## src/rtl/des_key_schedule.sv

```systemverilog
// DES key schedule generator.
// Produces the 16 round subkeys of a 64-bit DES key one at a time over a
// valid/ready handshake. Encryption order (K1..K16) uses left rotations of
// the C/D halves; decryption order (K16..K1) uses right rotations. This
// lets the register start from PC1(key) without precomputing the whole
// schedule.

module des_key_schedule #(
   parameter bit MODE = 1'b1
) (
   input  logic        clk,
   input  logic        reset,
   input  logic        start,
   input  logic [63:0] key,
   output logic        ready,
   output logic [47:0] subkey,
   output logic        subkey_valid,
   input  logic        subkey_ready,
   output logic [3:0]  round_idx,
   output logic        done
);

   typedef enum logic {IDLE, EMIT} state_t;

   // FIPS 46-3 permuted choice 1 (key bit numbers, bit 1 = MSB).
   localparam int PC1_TAB [56] = '{
      57, 49, 41, 33, 25, 17,  9,  1, 58, 50, 42, 34, 26, 18,
      10,  2, 59, 51, 43, 35, 27, 19, 11,  3, 60, 52, 44, 36,
      63, 55, 47, 39, 31, 23, 15,  7, 62, 54, 46, 38, 30, 22,
      14,  6, 61, 53, 45, 37, 29, 21, 13,  5, 28, 20, 12,  4
   };

   // FIPS 46-3 permuted choice 2 (C/D bit numbers, bit 1 = MSB of C).
   localparam int PC2_TAB [48] = '{
      14, 17, 11, 24,  1,  5,  3, 28, 15,  6, 21, 10,
      23, 19, 12,  4, 26,  8, 16,  7, 27, 20, 13,  2,
      41, 52, 31, 37, 47, 55, 30, 40, 51, 45, 33, 48,
      44, 49, 39, 56, 34, 53, 46, 42, 50, 36, 29, 32
   };

   state_t      state;
   state_t      next_state;
   logic [55:0] cd;
   logic [55:0] cd_load;
   logic [55:0] cd_step;
   logic [55:0] pc1_key;
   logic [27:0] c_cur;
   logic [27:0] d_cur;
   logic [27:0] c_pc1;
   logic [27:0] d_pc1;
   logic        load;
   logic        handshake;
   logic        last_round;
   logic        one_bit_shift;

   // Select the key bits named by PC1; parity bits are never referenced.
   function automatic logic [55:0] pc1(input logic [63:0] k);
      logic [55:0] r;
      logic [5:0]  src;
      logic [5:0]  dst;
      r = '0;
      for (int i = 0; i < 56; i++) begin
         src = 6'(64 - PC1_TAB[i]);
         dst = 6'(55 - i);
         r[dst] = k[src];
      end
      return r;
   endfunction

   // Select the 48 subkey bits named by PC2 out of the 56-bit C/D pair.
   function automatic logic [47:0] pc2(input logic [55:0] v);
      logic [47:0] r;
      logic [5:0]  src;
      logic [5:0]  dst;
      r = '0;
      for (int i = 0; i < 48; i++) begin
         src = 6'(56 - PC2_TAB[i]);
         dst = 6'(47 - i);
         r[dst] = v[src];
      end
      return r;
   endfunction

   assign pc1_key   = pc1(key);
   assign c_pc1     = pc1_key[55:28];
   assign d_pc1     = pc1_key[27:0];
   assign c_cur     = cd[55:28];
   assign d_cur     = cd[27:0];
   assign subkey    = pc2(cd);
   assign load      = (state == IDLE) && start;
   assign handshake = (state == EMIT) && subkey_ready;

   // The run ends on the handshake of K1 (decrypt) or K16 (encrypt).
   assign last_round = MODE ? (round_idx == 4'd0) : (round_idx == 4'd15);

   // Rounds 1, 2, 9 and 16 use a single-bit rotation. Going backwards we undo
   // the shift of the current round; going forwards we apply the next one.
   assign one_bit_shift = MODE ?
      ((round_idx == 4'd15) || (round_idx == 4'd8) || (round_idx == 4'd1)) :
      ((round_idx == 4'd0)  || (round_idx == 4'd7) || (round_idx == 4'd14));

   // Encryption starts one left rotation ahead so that K1 is presented first.
   always_comb begin
      cd_load = pc1_key;
      if (!MODE) begin
         cd_load = {c_pc1[26:0], c_pc1[27], d_pc1[26:0], d_pc1[27]};
      end
   end

   // Rotate C and D independently by one or two places in the mode direction.
   always_comb begin
      cd_step = cd;
      if (MODE) begin
         if (one_bit_shift) begin
            cd_step = {c_cur[0], c_cur[27:1], d_cur[0], d_cur[27:1]};
         end else begin
            cd_step = {c_cur[1:0], c_cur[27:2], d_cur[1:0], d_cur[27:2]};
         end
      end else begin
         if (one_bit_shift) begin
            cd_step = {c_cur[26:0], c_cur[27], d_cur[26:0], d_cur[27]};
         end else begin
            cd_step = {c_cur[25:0], c_cur[27:26], d_cur[25:0], d_cur[27:26]};
         end
      end
   end

   // State register.
   always_ff @(posedge clk or negedge reset) begin
      if (!reset) begin
         state <= IDLE;
      end else begin
         state <= next_state;
      end
   end

   // Next-state logic: accept start when idle, leave after the final handshake.
   always_comb begin
      next_state = state;
      case (state)
         IDLE: if (start) next_state = EMIT;
         EMIT: if (subkey_ready && last_round) next_state = IDLE;
         default: next_state = IDLE;
      endcase
   end

   // Output decode for the handshake flags.
   always_comb begin
      ready        = 1'b0;
      subkey_valid = 1'b0;
      case (state)
         IDLE: ready = 1'b1;
         EMIT: subkey_valid = 1'b1;
         default: ready = 1'b1;
      endcase
   end

   // C/D register, round counter and done pulse; everything holds without a handshake.
   always_ff @(posedge clk or negedge reset) begin
      if (!reset) begin
         cd        <= '0;
         round_idx <= '0;
         done      <= 1'b0;
      end else begin
         done <= 1'b0;
         if (load) begin
            cd        <= cd_load;
            round_idx <= MODE ? 4'd15 : 4'd0;
         end else if (handshake) begin
            if (last_round) begin
               done <= 1'b1;
            end else begin
               cd        <= cd_step;
               round_idx <= MODE ? (round_idx - 4'd1) : (round_idx + 4'd1);
            end
         end
      end
   end

endmodule

```

## config.mk

```make
export PLATFORM = sky130hd
export DESIGN_NAME = des_key_schedule
export DESIGN_NICKNAME = d
export VERILOG_FILES = /design/src/rtl/des_key_schedule.sv
export SDC_FILE = /design/constraint.sdc
export NUM_CORES = 1
export LEC_CHECK = 0
export ABC_AREA = 1
export CORE_ASPECT_RATIO = 0.9
export CORE_MARGIN = 2
export CORE_UTILIZATION = 44
export CTS_CLUSTER_DIAMETER = 200
export DETAILED_ROUTE_END_ITERATION = 12
export PLACE_DENSITY = 0.82
export SLEW_MARGIN = 25
export SYNTH_ARGS = -nofsm -noshare
export SYNTH_HDL_FRONTEND = slang
export SYNTH_SLANG_ARGS = --single-unit
```

## constraint.sdc

```tcl
create_clock -name clk -period 1.6 [get_ports clk]
set_input_delay 0.32 -clock clk [delete_from_list [all_inputs] [get_ports clk]]
set_output_delay 0.32 -clock clk [all_outputs]
set_load 0.02 [all_outputs]
```

==> results of run 1 <==
## logic make-up after synthesis
logic type	count (synthesis)	synth area share, %
fa+ha+maj	4	1.14
simple gates	466	47.0
flops	62	35.2
buf+inv	111	15.5
xor+xnor	1	0.199
compound gates	8	0.938
## stage by stage
step | util, % | total power, mW | setup TNS (ns) | area, um^2
floorplan | - | 8.02 | 0 | 4410
global placement | 55.5 | 9.68 | -1.93 | 5380
detailed placement | 55.5 | 9.91 | -3.62 | 5380
CTS | 57.1 | 11.1 | 0 | 5540
global route | 63.5 | 14.2 | -2.00 | 6160
finish | 63.5 | 13.3 | -0.0320 | 6160
## Yosys cell counts
master	instances
inv_2	3
buf_4	51
a21oi_1	1
nand3_1	118
nand2_1	174
clkbuf_1	5
ha_1	4
nand3_4	1
nand2_4	2
nand4_1	56
nand2_2	1
o21ai_0	6
buf_1	5
o22ai_1	1
buf_6	4
dfrtp_1	62
inv_1	6
nor2_1	114
buf_2	37
xor2_1	1
## tightest hold or removal path: stages, from the launching register on
cell and delay (ns):
dfrtp_1 0.37, nand2_1 0.06, nand2_1 0.05
## worst paths after layout
path | start | endpoint | slack [ns] | cells after the start
max reg2reg | round_idx[1]$_DFFE_PN0P_ | cd[17]$_DFFE_PN0P_ | -0.03 | 9
min in group asynchronous | reset | cd[24]$_DFFE_PN0P_ | 0.53 | 3
min | cd[2]$_DFFE_PN0P_ | cd[2]$_DFFE_PN0P_ | 0.52 | 2
min reg2reg | cd[2]$_DFFE_PN0P_ | cd[2]$_DFFE_PN0P_ | 0.52 | 2
max in group asynchronous | reset | round_idx[3]$_DFFE_PN0P_ | 0.74 | 3
max | round_idx[1]$_DFFE_PN0P_ | cd[17]$_DFFE_PN0P_ | -0.03 | 9
## per-layer routing
metal  vias to the layer above  GRT usage (%)  share of wire [%]
li1                       2259              -                  -
met1                      2277           27.7                 38
met2                       293           36.2                 49
met3                        51           5.75                 10
met4                         0           7.40                2.9
met5                         -              0                  0
## registers in the layout, summed over array words and instances (netlist names)
register and count:
cd 56, done 1, round_idx 4, state 1
## layout make-up
type	instances	share of cell area (%)
multi-input cells	480	38.5
repair buffers	159	29.5
flip-flops and latches	62	25.3
well taps	126	2.56
clock buffers	12	2.36
clock inverters	4	1.14
inverters	9	0.670
## timing repair
action	4_1_cts	5_1_grt
setup buffers	0	4
setup endpoints to repair	69	57
hold buffers	1	0
pin swaps	0	29
hold endpoints to repair	2	0
resized for setup	55	47
gates cloned	0	19
## power by group through the flow
stage / clock (mW) / sequential (mW) / combinational [mW]
floorplan: 0 / 2.82 / 5.21
global placement: 0 / 2.89 / 6.79
detailed placement: 0 / 2.91 / 7.00
CTS: 1.58 / 2.88 / 6.65
global route: 1.64 / 3.06 / 9.50
finish: 1.57 / 2.97 / 8.80
==> results.md, run 1 <==
- Area occupied by multi-input gates: between 0.002 and 0.0025 mm^2
- CP dominant cell by count: nand2_1
- CTS sink count: slightly above 60
- Slew HR: 75.7%
- Largest net degree at the start of global routing: 63
- # setup viols final: 2
- H-tree depth: 3
- Synth top area share: 35.2%
- Port bufs: 114
- Top Ports: 123
- Peak supply drop: roughly 0.00089 V
- Area leader, netlist: dfrtp_1
- Initial antenna violation count: 0
- Post-synth cell types: 20
- Top Family by Delay on Critical Path: simple AND/OR/NAND/NOR gates
- Post-Route WL: approximately 15000 um
- Vias/cell: 5.73
- Final hold viol count: 0
- Most common cell after layout, fill and taps aside: nand2_1
- Global-route wire length before repair: around 19000 um
- Antenna viol nets, final: 0
- Pins Over Slew Limit: 0
- CP Capture Type: flop
- Switching share of total power: 47.9%
- Clock Root Buffer: clkbuf_8
- Leakage: between 3 and 4 nW
- Cell Rows: 34
- ANT cells: 0
- Tot GR Track Use: about 22%
- Pre-CTS WS: -0.129 ns
- Worst Path Required: 1.84 ns
- Starting density of the core: 45.4%
- Post-Syn Area: 0.00440 mm^2
- Crit start category: flop
- Placed insts: 812
- Crit Path Class: flop to flop
- FF/Latch Area: roughly 0.0016 mm^2
- Status: complete, but fails checks
- Fin crit period: ~1.6 ns
- RSZ-0062 raised after global routing: true
- Seq pwr share: 22.2%
- Routability cong.: 0.855
- Slew @ Worst Pin: 0.365 ns
- Post-Layout Cell Count: between 800 and 900
- Hold Path Class: flop to flop
- Grt ovf: 0
- CP cell instances: inv_2 -> ha_4 -> buf_6 -> nand3_4 -> clkbuf_16 -> nand4_1 -> nand3_1 -> nand2_1 -> nand2_1
- Die area: 0.0108 mm^2
- Maxcap violations: 0
- Internal Power: just under 7 mW
- Fraction of the yosys area taken by sequential cells: 35.2%
- Clock-pin slew on the worst setup and hold paths: about 0.07 ns
- Critical path data arrival time: approximately 1.9 ns
- CP Buf/Inv Count: 3
- Ranking of synthesized cells by area: dfrtp_1, nand2_1, nand3_1
- Die H: ~99 um
- Comb pwr share: between 60% and 70%
- Clock share of power: between 10% and 20%
- Initial drt markers: just over 400
- CP max FO: 14
- Die extent in x: 109 um
- Routed WL per cell: around 17 um
- Failing checks: negative setup slack
- Hold Slack: between 0.5 and 0.6 ns
- #FFs+latches synth: 62
- Final Cycle Share: 102%
- TritonCTS clock tree: done
- Skew-Pair Late Insertion Delay: 0.34 ns
- Mapped Cells: 652
- Fill count: approximately 840
- Clk buf depth: 2
- Setup Skew: roughly 0.009 ns
- Cts bufs inserted: 9
- Core area: 0.00970 mm^2
- Largest stage delay on the critical path: about 0.42 ns
- Pwr dens: 2170 mW/mm^2
- Syn Area/Cell: roughly 6.8 um^2
- Fmax: between 600 and 700 MHz
- Ys Warns: 0
- Hpwl dp: between 7000 and 8000 um
- Vias in the first global route: 4281
- Worst path slowest cell: dfrtp_2
- Net Sw Power: around 6.4 mW
- Drt first pass iters: 5
- Layout Nets: around 800
- Layout cells sized above 1: around 14%
- Syn Nets: around 720
- # DRC: 0
- Most frequent cells in the layout: nand2_1, nor2_1, nand3_1, dfrtp_1, clkdlybuf4s50_1
- Final WS setup: -0.0279 ns
- Syn-to-layout area delta: 39.9%
- DR vias: 4880
(Power assumes the default switching activity.)
==> inputs of run 2 (changes only) <==
--- a/config.mk
+++ b/config.mk
@@ -11,6 +11,7 @@
 export CORE_UTILIZATION = 44
 export CTS_CLUSTER_DIAMETER = 200
 export DETAILED_ROUTE_END_ITERATION = 12
+export GPL_TIMING_DRIVEN = 0
 export PLACE_DENSITY = 0.82
 export SLEW_MARGIN = 25
 export SYNTH_ARGS = -nofsm -noshare
==> run 2 against run 1 <==
  * The flow still finishes with violations (negative setup slack)
  * Die area did not move
  * Sequential cell count did not move
  * Largest power group unchanged
  * Clock skew rose by 0.00084 ns
  * Power fell by 2.3%
  * Clock power rose by 6%
  * Worst hold slack got worse by 0.063 ns
==> results.md, run 2 (synthesized netlist as in run 1, its figures left out) <==
- Status: complete, but fails checks
- Failing checks: negative setup slack
- Leakage: roughly 3.5 nW
- Met2 usage: about two fifths
- Post-route design area: between 0.006 and 0.007 mm^2
- Peak supply drop: around 0.0010 V
- Largest stage delay on the critical path: 0.45 ns
- Hpwl dp: around 9000 um
- Biggest register: cd
- Drt first pass iters: 5
- Port bufs: ~110
- Final WS setup: -0.0254 ns
- Initial drt markers: between 400 and 500
- R2R setup slack: -0.03 ns
- R2R Path End: cd[15]$_DFFE_PN0P_
- Cell Rows: 34
- Routability cong.: about 0.87
- Slew HR: about two thirds
- Starting density of the core: between 40% and 50%
- Post-Route WL: around 14000 um
- Cts bufs inserted: 9
- Most frequent cells in the layout: nand2_1, nand3_1, nor2_1, buf_4, dfrtp_1
- Setup Skew: 0.00984 ns
- Critical path data arrival time: ~1.9 ns
- Routed WL per cell: 15.0 um
- Top Ports: 123
- Reg2Reg Depth: 11
- Setup_tns: -0.0478 ns
- Worst path slowest cell: dfrtp_2
- Layout cells sized above 1: 21.3%
- Max reg flops: 56
- Largest net degree at the start of global routing: 33
- Die area: approximately 0.011 mm^2
- Global routing's busiest layer: met2
- Layout Nets: a little under 900
- FF/Latch Area: approximately 0.0016 mm^2
- Tot GR Track Use: 24.8%
- Grt ovf: 0
- Most common cell after layout, fill and taps aside: nand2_1
- DR vias: 5026
- Met3 Usage GRT: 4.96%
- CTS sink count: 62
- Skew-Pair Late Insertion Delay: about 0.35 ns
- # setup viols final: 6
- Pins Over Slew Limit: 0
- Antenna viol nets, final: 0
- # DRC: 0
- Fmax: between 600 and 700 MHz
- ANT cells: 0
- RSZ-0062 raised after global routing: true
- Maxcap violations: 0
- Hold Slack: about 0.45 ns
- Clock-pin slew on the worst setup and hold paths: about 0.080 ns
- Area occupied by multi-input gates: about 0.0023 mm^2
- H-tree depth: 3
- Pwr dens: a little over 2000 mW/mm^2
- Global-route wire length before repair: around 22000 um
- Die H: about 99 um
- Final Cycle Share: 102%
- Clock Root Buffer: clkbuf_8
- CP max FO: 8
- Worst Path Required: around 1.8 ns
- Die extent in x: approximately 110 um
- Crit start category: flop
- CP cell instances: inv_4 -> ha_4 -> nand3_4 -> nand2_4 -> nand2_4 -> inv_6 -> buf_12 -> clkbuf_16 -> nor2_2 -> nand2_1 -> nand2_1
- TritonCTS clock tree: done
- Initial antenna violation count: 0
- Crit Path Class: flop to flop
- Slew @ Worst Pin: between 0.5 and 0.6 ns
- Clk buf depth: 2
- Core area: slightly below 0.01 mm^2
- Syn-to-layout area delta: 45.1%
- Fill count: between 800 and 900
- Reg-to-Reg Start: round_idx[1]$_DFFE_PN0P_
- Final hold viol count: 0
- Met1 Use GR: between 30% and 40%
- Fin crit period: roughly 1.6 ns
- Hold Path Class: primary input to async pin
- Vias/cell: about 5.4
- CP Capture Type: flop
- Vias in the first global route: 4577
- Top flop regs: cd x56, round_idx x4
- Post-DP Area: roughly 0.0057 mm^2
-- run 2: changes by cell type in the layout (fill, tap and decap cells not counted), sizes merged --
cell         previous run  this run
buf                    33       110
clkbuf                 24        27
clkinv                  2         1
dlygate4sd2            54        53
nand3                 120       119
-- run 2: worst max-delay path, delay by kind of cell (launching register included) --
kind,cells,cell delay (ns)
buf+inv,4,0.48
flops,1,0.45
simple gates,6,0.43
fa+ha+maj,1,0.17
-- run 2: stage by stage --
stage          cells  power [mW]  utilization [%]  setup slack, ns
3_3_place_gp     892        10.2             58.8            -2.11
5_1_grt          929        13.9             65.9           -0.101
2_1_floorplan    652        8.02                -          0.00807
4_1_cts          915        12.1             62.3          0.00305
3_5_place_dp     893        10.4             59.0           -0.264
6_report         929        13.0             65.9          -0.0254
-- run 2: what timing repair did --
action | CTS | global route
pin swaps | 1 | 38
setup endpoints to repair | 110 | 59
buffers inserted | 4 | 10
hold endpoints to repair | 30 | 0
hold buffers | 1 | 0
cloned | 1 | 4
resized for setup | 94 | 66
-- run 2: final cells by class --
cell class	count	share of cell area (%)
Multi-Input combinational cell	479	35.6
Clock inverter	3	1.02
Buffer	102	12.9
Clock buffer	13	2.64
Sequential cell	62	24.3
Timing Repair Buffer	135	20.4
Tap cell	126	2.47
Inverter	9	0.685
-- run 2: where the power goes --
| part | leakage [nW] | total [mW] | internal [mW] | switching (mW) |
|---|---|---|---|---|
| clock | 0.120 | 1.66 | 1.00 | 0.659 |
| combinational | 2.55 | 8.40 | 3.82 | 4.58 |
| sequential | 0.791 | 2.98 | 2.23 | 0.748 |
| total | 3.46 | 13.0 | 7.06 | 5.99 |
-- run 2: per-layer routing --
layer	wire length [um]	vias up	share of wire [%]
met5	0	-	0
met4	186	0	1.3
met3	1120	24	8.0
met2	6630	260	48
met1	5970	2353	43
li1	-	2389	-
-- run 2: how the worst max path moves through the flow --
stage,slack [ns],end,startpoint
6_report,-0.03,cd[15]$_DFFE_PN0P_,round_idx[1]$_DFFE_PN0P_
4_1_cts,0.003,cd[13]$_DFFE_PN0P_,round_idx[0]$_DFFE_PN0P_
2_1_floorplan,0.008,cd[10]$_DFFE_PN0P_,round_idx[0]$_DFFE_PN0P_
3_5_place_dp,-0.26,cd[18]$_DFFE_PN0P_,start
3_3_place_gp,-2.11,round_idx[0]$_DFFE_PN0P_,reset
5_1_grt,-0.10,cd[15]$_DFFE_PN0P_,round_idx[1]$_DFFE_PN0P_
==> inputs of run 3 (changes only) <==
--- a/config.mk
+++ b/config.mk
@@ -8,11 +8,12 @@
 export ABC_AREA = 1
 export CORE_ASPECT_RATIO = 0.9
 export CORE_MARGIN = 2
-export CORE_UTILIZATION = 44
+export CORE_UTILIZATION = 49
 export CTS_CLUSTER_DIAMETER = 200
 export DETAILED_ROUTE_END_ITERATION = 12
 export GPL_TIMING_DRIVEN = 0
-export PLACE_DENSITY = 0.82
+export MAX_ROUTING_LAYER = met4
+export PLACE_DENSITY = 0.87
 export SLEW_MARGIN = 25
 export SYNTH_ARGS = -nofsm -noshare
 export SYNTH_HDL_FRONTEND = slang
==> constraint.sdc (replaced) <==
create_clock -name clk -period 1.66 [get_ports clk]
set_input_delay 0.332 -clock clk [delete_from_list [all_inputs] [get_ports clk]]
set_output_delay 0.332 -clock clk [all_outputs]
set_load 0.02 [all_outputs]
==> run 3 against run 2 <==
  * The flow now finishes without violations
  * Sequential power shrank 4%
  * Clock power fell by 16%
  * Die area decreased by 9.8%
==> results.md, run 3 (synthesized netlist as in run 1, its figures left out) <==
- Most common cell after layout, fill and taps aside: nand2_1
- Status: finished clean
- Antenna viol nets, final: 0
- Pins Over Slew Limit: 0
- Post-route design area: 0.00611 mm^2
- H-tree depth: 3
- Cell Rows: 32
- Top flop regs: cd x56, round_idx x4
- Slew @ Worst Pin: just under 0.5 ns
- Post-Route WL: ~13000 um
- Routed WL per cell: between 10 and 15 um
- Drt first pass iters: 5
- Routability cong.: 0.919
- Initial antenna violation count: 0
- Setup_tns: 0 ns
- Post-Layout Cell Count: 912
- Core area: about 0.0086 mm^2
- Placed insts: around 890
- Clock Root Buffer: clkbuf_8
- Starting density of the core: between 50% and 60%
- Skew-Pair Late Insertion Delay: around 0.36 ns
- Setup Skew: 0.0116 ns
- Top Family by Delay on Critical Path: simple AND/OR/NAND/NOR gates
- Most frequent cells in the layout: nand2_1, nand3_1, nor2_1, buf_4, dfrtp_1
- Die extent in x: between 100 and 150 um
- CP cell instances: inv_2 -> ha_4 -> nand3_4 -> nand2_4 -> nand2_4 -> inv_4 -> buf_2 -> nor2_1 -> nand2_1 -> nand2_1
- Fmax: slightly above 600 MHz
- Crit start category: flop
- Pwr dens: around 1900 mW/mm^2
- Layout cells sized above 1: a little under a fifth
- Cts bufs inserted: 9
- Layout Nets: 860
- Hpwl dp: around 9000 um
- Vias in the first global route: 4628
- DR vias: between 4000 and 5000
- # setup viols final: 0
- ANT cells: 0
- Critical path data arrival time: 1.88 ns
- Fin crit period: 1.65 ns
- Worst path slowest cell: dfrtp_1
- Hold Path Class: primary input to async pin
- RSZ-0062 raised after global routing: true
- # DRC: 0
- Largest net degree at the start of global routing: 45
- Vias/cell: approximately 5.5
- Final core occ: 70.7%
- CTS sink count: just over 60
- Top Ports: 123
- Worst Path Required: between 1.5 and 2 ns
- Biggest register: cd
- Max reg flops: 56
- Die H: between 90 and 100 um
- Hold Slack: 0.403 ns
- Post-DP Area: roughly 0.0057 mm^2
- Clk buf depth: 2
- Grt ovf: 0
- Syn-to-layout area delta: 38.8%
- Final hold viol count: 0
- Slew HR: 67.5%
- CP Buf/Inv Count: 3
- Tot GR Track Use: around 28%
- CP max FO: 10
- Die area: slightly below 0.01 mm^2
- Crit Path Class: flop to flop
- CP Capture Type: flop
- Final Cycle Share: 99.3%
- Port bufs: 114
- Global-route wire length before repair: between 20000 and 25000 um
- Largest stage delay on the critical path: 0.42 ns
- Maxcap violations: 0
- Initial drt markers: about 490
- Clock-pin slew on the worst setup and hold paths: 0.08 ns
- Leakage: between 3 and 4 nW
- TritonCTS clock tree: done
- Peak supply drop: about 0.00086 V
-- run 3: cell count changes in the layout (fill, tap and decap cells not counted), sizes merged --
| cell | delta |
|---|---|
| clkdlybuf4s50 | +1 |
| clkbuf | -5 |
| dlymetal6s2s | -1 |
| buf | -9 |
| dlygate4sd2 | +1 |
| bufinv | -1 |
| clkinv | +3 |
| clkinvlp | +1 |
-- run 3: layer usage --
layer	routed length [um]	GRT usage (%)
met5	0	-
met4	243	7.88
met3	1220	6.45
met2	6350	44.5
met1	5520	34.9
-- run 3: stage by stage --
stage | setup WS (ns) | total power, mW
floorplan | 0.0192 | 7.73
detailed placement | -0.262 | 10.0
CTS | 0.00631 | 11.2
global route | -0.0788 | 12.7
finish | 0.0121 | 11.8
global placement | -2.01 | 9.76
-- run 3: path summary, 6_finish.rpt --
path,from,depth (start not counted),end,slack [ns]
setup / recovery,round_idx[1]$_DFFE_PN0P_,10,cd[34]$_DFFE_PN0P_,0.01
hold / removal,reset,2,cd[23]$_DFFE_PN0P_,0.40
setup reg to reg,round_idx[1]$_DFFE_PN0P_,10,cd[34]$_DFFE_PN0P_,0.01
hold reg to reg,cd[18]$_DFFE_PN0P_,2,cd[18]$_DFFE_PN0P_,0.52
max in group asynchronous,reset,3,cd[47]$_DFFE_PN0P_,0.73
min in group clk,cd[18]$_DFFE_PN0P_,2,cd[18]$_DFFE_PN0P_,0.52
-- run 3: area by class of cell --
type / count / area [um^2]
fillers: 711 / 2530
multi-input cells: 479 / 2220
flip-flops and latches: 62 / 1550
repair buffers: 125 / 1170
plain buffers: 102 / 787
well taps: 119 / 149
clock buffers: 10 / 138
clock inverters: 6 / 61.3
inverters: 9 / 38.8
-- run 3: power by group --
group	switching [mW]	internal (mW)
clock	0.665	0.729
combinational	4.26	3.31
sequential	0.722	2.15
-- run 3: timing repair --
item                       4_1_cts  5_1_grt
setup buffers                    0        7
gates cloned                     0        2
setup endpoints to repair      110       51
hold endpoints to repair        18        0
hold buffers                     1        0
gates resized for setup         69       66
pin swaps                        0        7
-- run 3: worst reg2reg max path, stage by stage, from the launching register on --
cell     delay [ns]
dfrtp_1        0.42
inv_2          0.11
ha_4           0.16
nand3_4        0.10
nand2_4        0.10
nand2_4        0.07
inv_4          0.10
buf_2          0.23
nor2_1         0.08
nand2_1        0.09
nand2_1        0.08
